## src/rtl/conv_seq_ctrl.sv

```systemverilog
// conv_seq_ctrl: sequencer for the memory control unit and the convolver bank.
// Covers kernel load, multi-block image processing with a fixed read-to-write
// pipeline latency, and readback address stepping while idle.
// PIPE_LAT is expected to be at least 1 and K_LEN to fit in the address width.
module conv_seq_ctrl #(
   parameter int NB_ADDRESS = 4,
   parameter int PIPE_LAT   = 5,
   parameter int NB_BLK     = 8,
   parameter int K_LEN      = 3
) (
   input  logic                  CLK100MHZ,
   input  logic                  rst,
   input  logic                  i_start,
   input  logic                  i_kload,
   input  logic                  i_next_data,
   input  logic [NB_ADDRESS-1:0] i_rows,
   input  logic [NB_BLK-1:0]     i_nblk,
   output logic                  o_sop,
   output logic                  o_eop,
   output logic                  o_chblk,
   output logic [NB_ADDRESS-1:0] o_RAddr,
   output logic [NB_ADDRESS-1:0] o_WAddr,
   output logic                  o_valid,
   output logic                  o_wvalid,
   output logic                  o_ki,
   output logic [NB_BLK-1:0]     o_blk
);

   localparam int CNT_W = (PIPE_LAT < 1) ? 1 : $clog2(PIPE_LAT + 1);

   localparam logic [CNT_W-1:0]      PIPE_LAT_C = CNT_W'(PIPE_LAT);
   localparam logic [CNT_W-1:0]      CNT_ZERO   = {CNT_W{1'b0}};
   localparam logic [CNT_W-1:0]      CNT_ONE    = CNT_W'(1'b1);
   localparam logic [NB_ADDRESS-1:0] ADDR_ZERO  = {NB_ADDRESS{1'b0}};
   localparam logic [NB_ADDRESS-1:0] ADDR_ONE   = NB_ADDRESS'(1'b1);
   localparam logic [NB_ADDRESS-1:0] K_LAST_C   = NB_ADDRESS'(K_LEN - 1);
   localparam logic [NB_BLK-1:0]     BLK_ZERO   = {NB_BLK{1'b0}};
   localparam logic [NB_BLK-1:0]     BLK_ONE    = NB_BLK'(1'b1);

   typedef enum logic [1:0] {
      ST_IDLE  = 2'd0,
      ST_KLOAD = 2'd1,
      ST_RUN   = 2'd2,
      ST_CHBLK = 2'd3
   } state_t;

   state_t                state_q, state_d;
   logic                  start_prev_q, start_prev_d;
   logic                  kload_prev_q, kload_prev_d;
   logic                  next_prev_q, next_prev_d;
   logic [NB_ADDRESS-1:0] rows_q, rows_d;
   logic [NB_BLK-1:0]     nblk_q, nblk_d;
   logic [NB_ADDRESS-1:0] raddr_q, raddr_d;
   logic [NB_ADDRESS-1:0] waddr_q, waddr_d;
   logic [CNT_W-1:0]      cnt_q, cnt_d;
   logic [NB_BLK-1:0]     blk_q, blk_d;
   logic                  sop_q, sop_d;
   logic                  eop_q, eop_d;
   logic                  chblk_q, chblk_d;
   logic                  valid_q, valid_d;
   logic                  wvalid_q, wvalid_d;
   logic                  ki_q, ki_d;

   logic                  start_edge_s;
   logic                  kload_edge_s;
   logic                  next_edge_s;
   logic [CNT_W-1:0]      cnt_inc_s;

   // Next-state and next-output computation for the sequencer.
   always_comb begin
      start_edge_s = i_start & ~start_prev_q;
      kload_edge_s = i_kload & ~kload_prev_q;
      next_edge_s  = i_next_data & ~next_prev_q;
      cnt_inc_s    = (cnt_q < PIPE_LAT_C) ? (cnt_q + CNT_ONE) : cnt_q;

      // Edge history tracks the raw levels every cycle, whatever the state.
      start_prev_d = i_start;
      kload_prev_d = i_kload;
      next_prev_d  = i_next_data;

      state_d  = state_q;
      rows_d   = rows_q;
      nblk_d   = nblk_q;
      raddr_d  = raddr_q;
      waddr_d  = waddr_q;
      cnt_d    = cnt_q;
      blk_d    = blk_q;
      sop_d    = sop_q;
      eop_d    = eop_q;
      chblk_d  = 1'b0;
      valid_d  = valid_q;
      wvalid_d = wvalid_q;
      ki_d     = ki_q;

      case (state_q)
         ST_IDLE: begin
            sop_d    = 1'b0;
            eop_d    = 1'b1;
            valid_d  = 1'b0;
            wvalid_d = 1'b0;
            ki_d     = 1'b0;
            if (kload_edge_s) begin
               state_d = ST_KLOAD;
               raddr_d = ADDR_ZERO;
               eop_d   = 1'b0;
               valid_d = 1'b1;
               ki_d    = 1'b1;
            end else if (start_edge_s) begin
               state_d = ST_RUN;
               rows_d  = i_rows;
               nblk_d  = i_nblk;
               raddr_d = ADDR_ZERO;
               waddr_d = ADDR_ZERO;
               cnt_d   = CNT_ZERO;
               blk_d   = BLK_ZERO;
               sop_d   = 1'b1;
               eop_d   = 1'b0;
               valid_d = 1'b1;
            end else if (next_edge_s) begin
               // Readback wraps at the row count latched by the last run.
               raddr_d = (raddr_q == rows_q) ? ADDR_ZERO : (raddr_q + ADDR_ONE);
            end else begin
               raddr_d = raddr_q;
            end
         end

         ST_KLOAD: begin
            sop_d    = 1'b0;
            eop_d    = 1'b0;
            wvalid_d = 1'b0;
            if (raddr_q == K_LAST_C) begin
               state_d = ST_IDLE;
               raddr_d = ADDR_ZERO;
               eop_d   = 1'b1;
               valid_d = 1'b0;
               ki_d    = 1'b0;
            end else begin
               raddr_d = raddr_q + ADDR_ONE;
               valid_d = 1'b1;
               ki_d    = 1'b1;
            end
         end

         ST_RUN: begin
            sop_d = 1'b1;
            eop_d = 1'b0;
            ki_d  = 1'b0;
            if (wvalid_q && (waddr_q == rows_q)) begin
               raddr_d  = ADDR_ZERO;
               waddr_d  = ADDR_ZERO;
               cnt_d    = CNT_ZERO;
               valid_d  = 1'b0;
               wvalid_d = 1'b0;
               if (blk_q < nblk_q) begin
                  state_d = ST_CHBLK;
                  chblk_d = 1'b1;
                  blk_d   = blk_q + BLK_ONE;
               end else begin
                  state_d = ST_IDLE;
                  sop_d   = 1'b0;
                  eop_d   = 1'b1;
               end
            end else begin
               // Read side saturates on the last row while the write side drains.
               raddr_d  = (raddr_q < rows_q) ? (raddr_q + ADDR_ONE) : raddr_q;
               cnt_d    = cnt_inc_s;
               wvalid_d = (cnt_inc_s == PIPE_LAT_C);
               waddr_d  = wvalid_q ? (waddr_q + ADDR_ONE) : ADDR_ZERO;
               valid_d  = 1'b1;
            end
         end

         ST_CHBLK: begin
            state_d  = ST_RUN;
            sop_d    = 1'b1;
            eop_d    = 1'b0;
            valid_d  = 1'b1;
            wvalid_d = 1'b0;
            ki_d     = 1'b0;
            raddr_d  = ADDR_ZERO;
            waddr_d  = ADDR_ZERO;
            cnt_d    = CNT_ZERO;
         end

         default: begin
            state_d  = ST_IDLE;
            sop_d    = 1'b0;
            eop_d    = 1'b1;
            valid_d  = 1'b0;
            wvalid_d = 1'b0;
            ki_d     = 1'b0;
            raddr_d  = ADDR_ZERO;
            waddr_d  = ADDR_ZERO;
            cnt_d    = CNT_ZERO;
         end
      endcase
   end

   // State, edge-history and output registers with synchronous reset.
   always_ff @(posedge CLK100MHZ) begin
      if (rst) begin
         state_q      <= ST_IDLE;
         start_prev_q <= 1'b1;
         kload_prev_q <= 1'b1;
         next_prev_q  <= 1'b1;
         rows_q       <= ADDR_ZERO;
         nblk_q       <= BLK_ZERO;
         raddr_q      <= ADDR_ZERO;
         waddr_q      <= ADDR_ZERO;
         cnt_q        <= CNT_ZERO;
         blk_q        <= BLK_ZERO;
         sop_q        <= 1'b0;
         eop_q        <= 1'b1;
         chblk_q      <= 1'b0;
         valid_q      <= 1'b0;
         wvalid_q     <= 1'b0;
         ki_q         <= 1'b0;
      end else begin
         state_q      <= state_d;
         start_prev_q <= start_prev_d;
         kload_prev_q <= kload_prev_d;
         next_prev_q  <= next_prev_d;
         rows_q       <= rows_d;
         nblk_q       <= nblk_d;
         raddr_q      <= raddr_d;
         waddr_q      <= waddr_d;
         cnt_q        <= cnt_d;
         blk_q        <= blk_d;
         sop_q        <= sop_d;
         eop_q        <= eop_d;
         chblk_q      <= chblk_d;
         valid_q      <= valid_d;
         wvalid_q     <= wvalid_d;
         ki_q         <= ki_d;
      end
   end

   assign o_sop    = sop_q;
   assign o_eop    = eop_q;
   assign o_chblk  = chblk_q;
   assign o_RAddr  = raddr_q;
   assign o_WAddr  = waddr_q;
   assign o_valid  = valid_q;
   assign o_wvalid = wvalid_q;
   assign o_ki     = ki_q;
   assign o_blk    = blk_q;

endmodule

```

## config.mk

```make
export PLATFORM = sky130hd
export DESIGN_NAME = conv_seq_ctrl
export DESIGN_NICKNAME = d
export VERILOG_FILES = /design/src/rtl/conv_seq_ctrl.sv
export SDC_FILE = /design/constraint.sdc
export NUM_CORES = 1
export LEC_CHECK = 0
export ABC_AREA = 1
export CORE_MARGIN = 5
export CORE_UTILIZATION = 53
export CTS_CLUSTER_DIAMETER = 80
export DETAILED_ROUTE_END_ITERATION = 7
export PLACE_DENSITY = 0.78
export SYNTH_ARGS = -nofsm -noshare
export SYNTH_HDL_FRONTEND = slang
export SYNTH_SLANG_ARGS = --single-unit
```

## constraint.sdc

```tcl
create_clock -name CLK100MHZ -period 1.8 [get_ports CLK100MHZ]
set_input_delay 0.18 -clock CLK100MHZ [delete_from_list [all_inputs] [get_ports CLK100MHZ]]
set_output_delay 0.18 -clock CLK100MHZ [all_outputs]
set_load 0.03 [all_outputs]
```

## Word-level counts from Yosys, hierarchy flattened

Cells that the tools add are included.

| storage, ports and cells | value |
|---|---|
| register bits | 42 |
| bits of input ports | 17 |
| logic and storage cells | 107 |
| output and inout bits | 22 |

| cells by class | value |
|---|---|
| magnitude comparators | 3 |
| add/subtract/negate cells | 4 |
| eq/ne operators | 15 |
| reductions and logical operators | 12 |
| bitwise gates (word level) | 9 |
| mux-type cells | 48 |

Operators by type and width:

| cell | number |
|---|---|
| $mux 4 | 11 |
| $mux 8 | 4 |
| $pmux 4 s4 | 1 |
| $pmux 8 s2 | 1 |
| $mux 1 | 14 |
| $mux 3 | 4 |
| $pmux 1 s4 | 3 |
| $pmux 4 s3 | 1 |
| $mux 2 | 5 |
| $ne 2x2->1 const B | 5 |
| $pmux 3 s3 | 1 |
| $reduce_and 3->1 | 3 |
| $add 4x1->4 const B | 2 |
| $add 8x1->8 const B | 1 |
| $eq 4x4->1 | 2 |
| $lt 8x8->1 | 1 |
| $pmux 2 s4 | 1 |
| $ne 3x3->1 const B | 2 |
| $not 1->1 | 6 |
| $reduce_or 3->1 | 2 |
| $reduce_and 5->1 | 1 |
| $eq 2x2->1 const B | 2 |
| $eq 4x2->1 const B | 1 |
| $lt 4x4->1 | 1 |
| 14 further kinds | 16 |

## Longest topological paths before layout

Gate-level depths: netlist of run 1.

| depth | value |
|---|---|
| word-level depth | 6 |
| depth in mapped cells | 13 |
| gate-level depth less buffers | 13 |

## Worst setup path after synthesis of run 1

OpenSTA, ideal clock, no wires.

| path | value |
|---|---|
| kind | reg2reg |
| start | register raddr_q[1], in the netlist o_RAddr[1] |
| end | register raddr_q[2], in the netlist o_RAddr[2] |
| data arrival time | 1632 ps |
| path buffers | 0 |
| data required time | 1684 ps |
| setup time | 116 ps |
| setup slack | 52 ps |
| clock period less this slack | 1748 ps |
| cell stages (with the launch flop) | 12 |
| cell sequence | dfxtp_1 -> ha_1 -> inv_1 -> nor2_1 -> o21ai_0 -> nand2_1 -> nand3_1 -> nand2_1 -> inv_1 -> nand3_1 -> nand2_1 -> nor2_1 |

| on the way | value |
|---|---|
| word-level cells in the longest chain between the ends | 6 |
| elaborated cells between the ends (all ways) | 14 |
| those cells by class | 1 x add/sub; 1 x order compare; 3 x eq/ne; 8 x mux; 1 x reduce/logical |

Ends and longest elaborated chain:

| item | RTL line | source |
|---|---|---|
| from (decl) | 53 | `logic [NB_ADDRESS-1:0] raddr_q, raddr_d;` |
| from (signal assigned) | 225 | `raddr_q <= raddr_d;` |
| $add 4x1->4 / $eq 4x4->1 (equally long branches) | 121, 138, 165 |  |
| $mux 4 | 121 | `raddr_d = (raddr_q == rows_q) ? ADDR_ZERO : (raddr_q + ADDR_ONE);` |
| $mux 4 | 119 | `end else if (next_edge_s) begin` |
| $mux 4 | 108 | `end else if (start_edge_s) begin` |
| $mux 4 | 102 | `if (kload_edge_s) begin` |
| $pmux 4 s4 | 95 | `case (state_q)` |

Parallel ways exist; a longest one is shown, timed or not. The select of a mux whose other input is x is not followed.
A chain may end at the register's enable or synchronous reset.

## Worst setup path in the final report of run 1

| path | value |
|---|---|
| start | register blk_q[6], in the netlist o_blk[6] |
| end | output o_blk[6] |

RTL lines:

| item | RTL line | source |
|---|---|---|
| from (decl) | 56 | `logic [NB_BLK-1:0] blk_q, blk_d;` |
| from (signal assigned) | 228 | `blk_q <= blk_d;` |
| to (decl) | 26 | `output logic [NB_BLK-1:0] o_blk` |

No word-level cell between the ends.

==> results of run 1 <==
-- Yosys cell counts (all sizes together) (3+ instances only) --
master  count
ha         22
clkbuf      5
nand2      71
dfxtp      42
o21a        3
nor2       28
inv        53
nor3        6
buf         4
a21oi      37
nand3      24
nand4       6
o21ai      26
-- sequential cells by signal, indices dropped and copies added (netlist names), 2 cells and up --
signal	flops
o_RAddr	4
o_WAddr	4
o_blk	8
nblk_q	8
rows_q	4
state_q	2
cnt_q	3
-- kinds of logic (layout without fill, tap and decap cells) --
group	count (synthesis)	count (layout)	share of synthesized area
compound gates	68	68	0.149
xor+xnor	3	3	0.0110
fa+ha+maj	22	22	0.115
buf+inv	62	125	0.108
flops	42	42	0.352
simple gates	138	138	0.265
-- worst reg2reg max path, delay by kind of cell, from the launching register on --
family | cells | cell delay, ns
compound gates | 2 | 0.28
fa+ha+maj | 1 | 0.28
buf+inv | 2 | 0.22
flops | 1 | 0.32
simple gates | 5 | 0.49
-- repair_timing --
item	in CTS	in global routing
hold buffers	0	0
resized for setup	0	7
setup endpoints to repair	0	12
-- area by class of cell --
| cell class | count | area, µm² |
|---|---|---|
| clock inverters | 1 | 5.00 |
| flip-flops and latches | 42 | 842 |
| well taps | 52 | 65.1 |
| clock buffers | 7 | 86.3 |
| fillers | 360 | 1270 |
| inverters | 53 | 199 |
| multi-input cells | 231 | 1300 |
| repair buffers | 64 | 588 |
-- routing by layer --
metal  vias up  wire [µm]
met1      1013       2650
li1       1206          -
met4         0         76
met5         -          0
met3         6        245
met2        37       2600
-- how the worst max path moves through the flow --
| stage | to | cells after the start | start | slack (ns) |
|---|---|---|---|---|
| 3_3_place_gp | o_WAddr[2]$_SDFFE_PP0P_ | 10 | i_start | 0.05 |
| 6_report | o_blk[6] | 2 | o_blk[6]$_SDFFE_PP0P_ | 0.08 |
| 4_1_cts | o_blk[5]$_SDFFE_PP0P_ | 8 | state_q[0]$_SDFFE_PP0P_ | 0.08 |
| 2_1_floorplan | o_RAddr[2]$_SDFFE_PP0P_ | 11 | o_RAddr[1]$_SDFFE_PP0P_ | 0.05 |
| 3_5_place_dp | o_WAddr[2]$_SDFFE_PP0P_ | 10 | i_start | 0.02 |
| 5_1_grt | o_RAddr[3]$_SDFFE_PP0P_ | 12 | rows_q[1]$_SDFFE_PP0P_ | -0.03 |
-- through the flow --
stage	util	instances	setup TNS (ns)
finish	0.708	450	0
CTS	0.706	450	0
global route	0.708	450	-0.0655
detailed placement	0.685	442	0
global placement	0.685	442	0
floorplan	-	335	0
-- power by group --
| group | internal [mW] | total [mW] | switching [mW] | leakage, nW |
|---|---|---|---|---|
| logic | 1.02 | 2.54 | 1.52 | 0.943 |
| clock network | 0.309 | 0.620 | 0.311 | 0.0482 |
| registers | 1.11 | 1.24 | 0.131 | 0.343 |
| total | 2.44 | 4.40 | 1.96 | 1.33 |
==> impl_metrics.toml, run 1 <==
[run_status]
status = "finished clean"

[synth]
synth_cells = 335
synth_area_um2 = 2390
avgSynthCellArea_um2 = 7.13
synth-main-ff-cell = "dfxtp_1"
synth_top_area_frac = 0.352
synth_nets = 374
ys_seq_area_frac = 0.352
synth_area_leaders = "dfxtp_1 35%, ha_1 12%, nand2_1 11%"
synth_warnings = 0
ys_async_sr_fraction = 0
synth_cell_types = 28
synth.largest_area_cell = "dfxtp_1"
ys_ff_latch = 42
synth_edf_count = 0

[timing]
fmax_mhz = 582
relSlewSlack = 0.791
fin_crit_sh = 0.955
fin_worst_skew_ns = 0.00624
finalSetupViolCount = 0
worst_pin_slew_ns = 0.312
rsz0062_at_grt = "true"
whs_ns = 0.435
finalHoldViolCount = 0
setup_ws_ns = 0.0813
timing.final.max_slew_violations = 0
post-route-min-period_ns = 1.72

[critical_path]
path_cells = "buf_4 > clkdlybuf4s50_1"
r2r-end = "o_blk[0]$_SDFFE_PP0P_"
worst_setup_path_end_kind = "output pin"
max_stage_delay_ns = 0.67
r2r_cells = 10
crit_buf_inv = 2
rrSetupSlack_ns = 0.15
cp_top_family = "buffers and inverters"
critPathKind = "flip-flop to output pin"
r2r_start = "nblk_q[3]$_SDFFE_PP0P_"
crit_path_start_kind = "flip-flop"
path_max_fanout = 5
critical_path_required_ns = 1.62
worstPathArrival_ns = 1.54
cp_slowest_cell = "clkdlybuf4s50_1"

[die]
start_util = 0.549
pin_count = 39
die_y_um = 77.1
die_x_um = 77.1
die_area_um2 = 5950
core_um2 = 4350
rows = 24

[placed_design]
gp_congestion = 0.864
placed_cell_area_um2 = 2980
pre_cts_ws_ns = 0.0237
io_buffers = 38
dp_hpwl_um = 4330

[final_layout]
syn_to_final_growth_pct = 29.1
fin_area_um2 = 3080
final_nets = 436
layout_commonest_cell = "nand2_1"
layout-drive-gt1-share = 0.126
diodes = 0
layout_common_cells = "67 x nand2_1, 50 x inv_1, 41 x dfxtp_1, 38 x clkdlybuf4s50_1, 37 x a21oi_1"

[flow_run]
cap_violations = 0

[power]
p_leak_nw = 1.33
ir_drop_v = 0.000979
power_mw = 4.40
p_per_area_nw_per_um2 = 1430

[clock_network]
post_cts_buffers = 0
clockBufferDepth = 2
clk_pin_slew_ns = 0.08
clk_latency_ns = 0.29
root_buffer = "clkbuf_8"
htreeDepth = 2
clock_sinks = 42
cts_tree = "built"
numCtsBuffers = 5

[routing]
antenna_left = 0
drc_errors = 0
num_vias = 2262
drt-initial-drc-count = 93
via_per_inst = 5.03
wl_per_cell_um = 12.4
first_pass_iters = 4
routed_wl_um = 5570

[global_routing]
grt_overflow = 0
antenna_found_initial = 0
grt_pass1_wl_um = 9560
grt-busiest-layer = "met2"
grt_use_total = 0.193
gr-usage-met2 = 0.316
grt_pass1_vias = 2089
met1_usage = 0.256
grt_max_degree = 23
gr-usage-met3 = 0.0340

[min_path]
worstHoldStart = "i_kload"
holdPathStages = 3
hold_end = "kload_prev_q$_SDFF_PP1_"
min_path_type = "input port to flip-flop"
Note: power is estimated with default switching activity, not from simulation.
==> run 2: changes to the inputs <==
SLEW_MARGIN = 25   (was default)
==> results of run 2 <==
Same layout as run 1: the final DEF is identical, and so are final timing and power.
==> run 3: changes to the inputs <==
SLEW_MARGIN = 15   (was 25)
==> results of run 3 <==
Same layout as run 1: the final DEF is identical, and so are final timing and power.
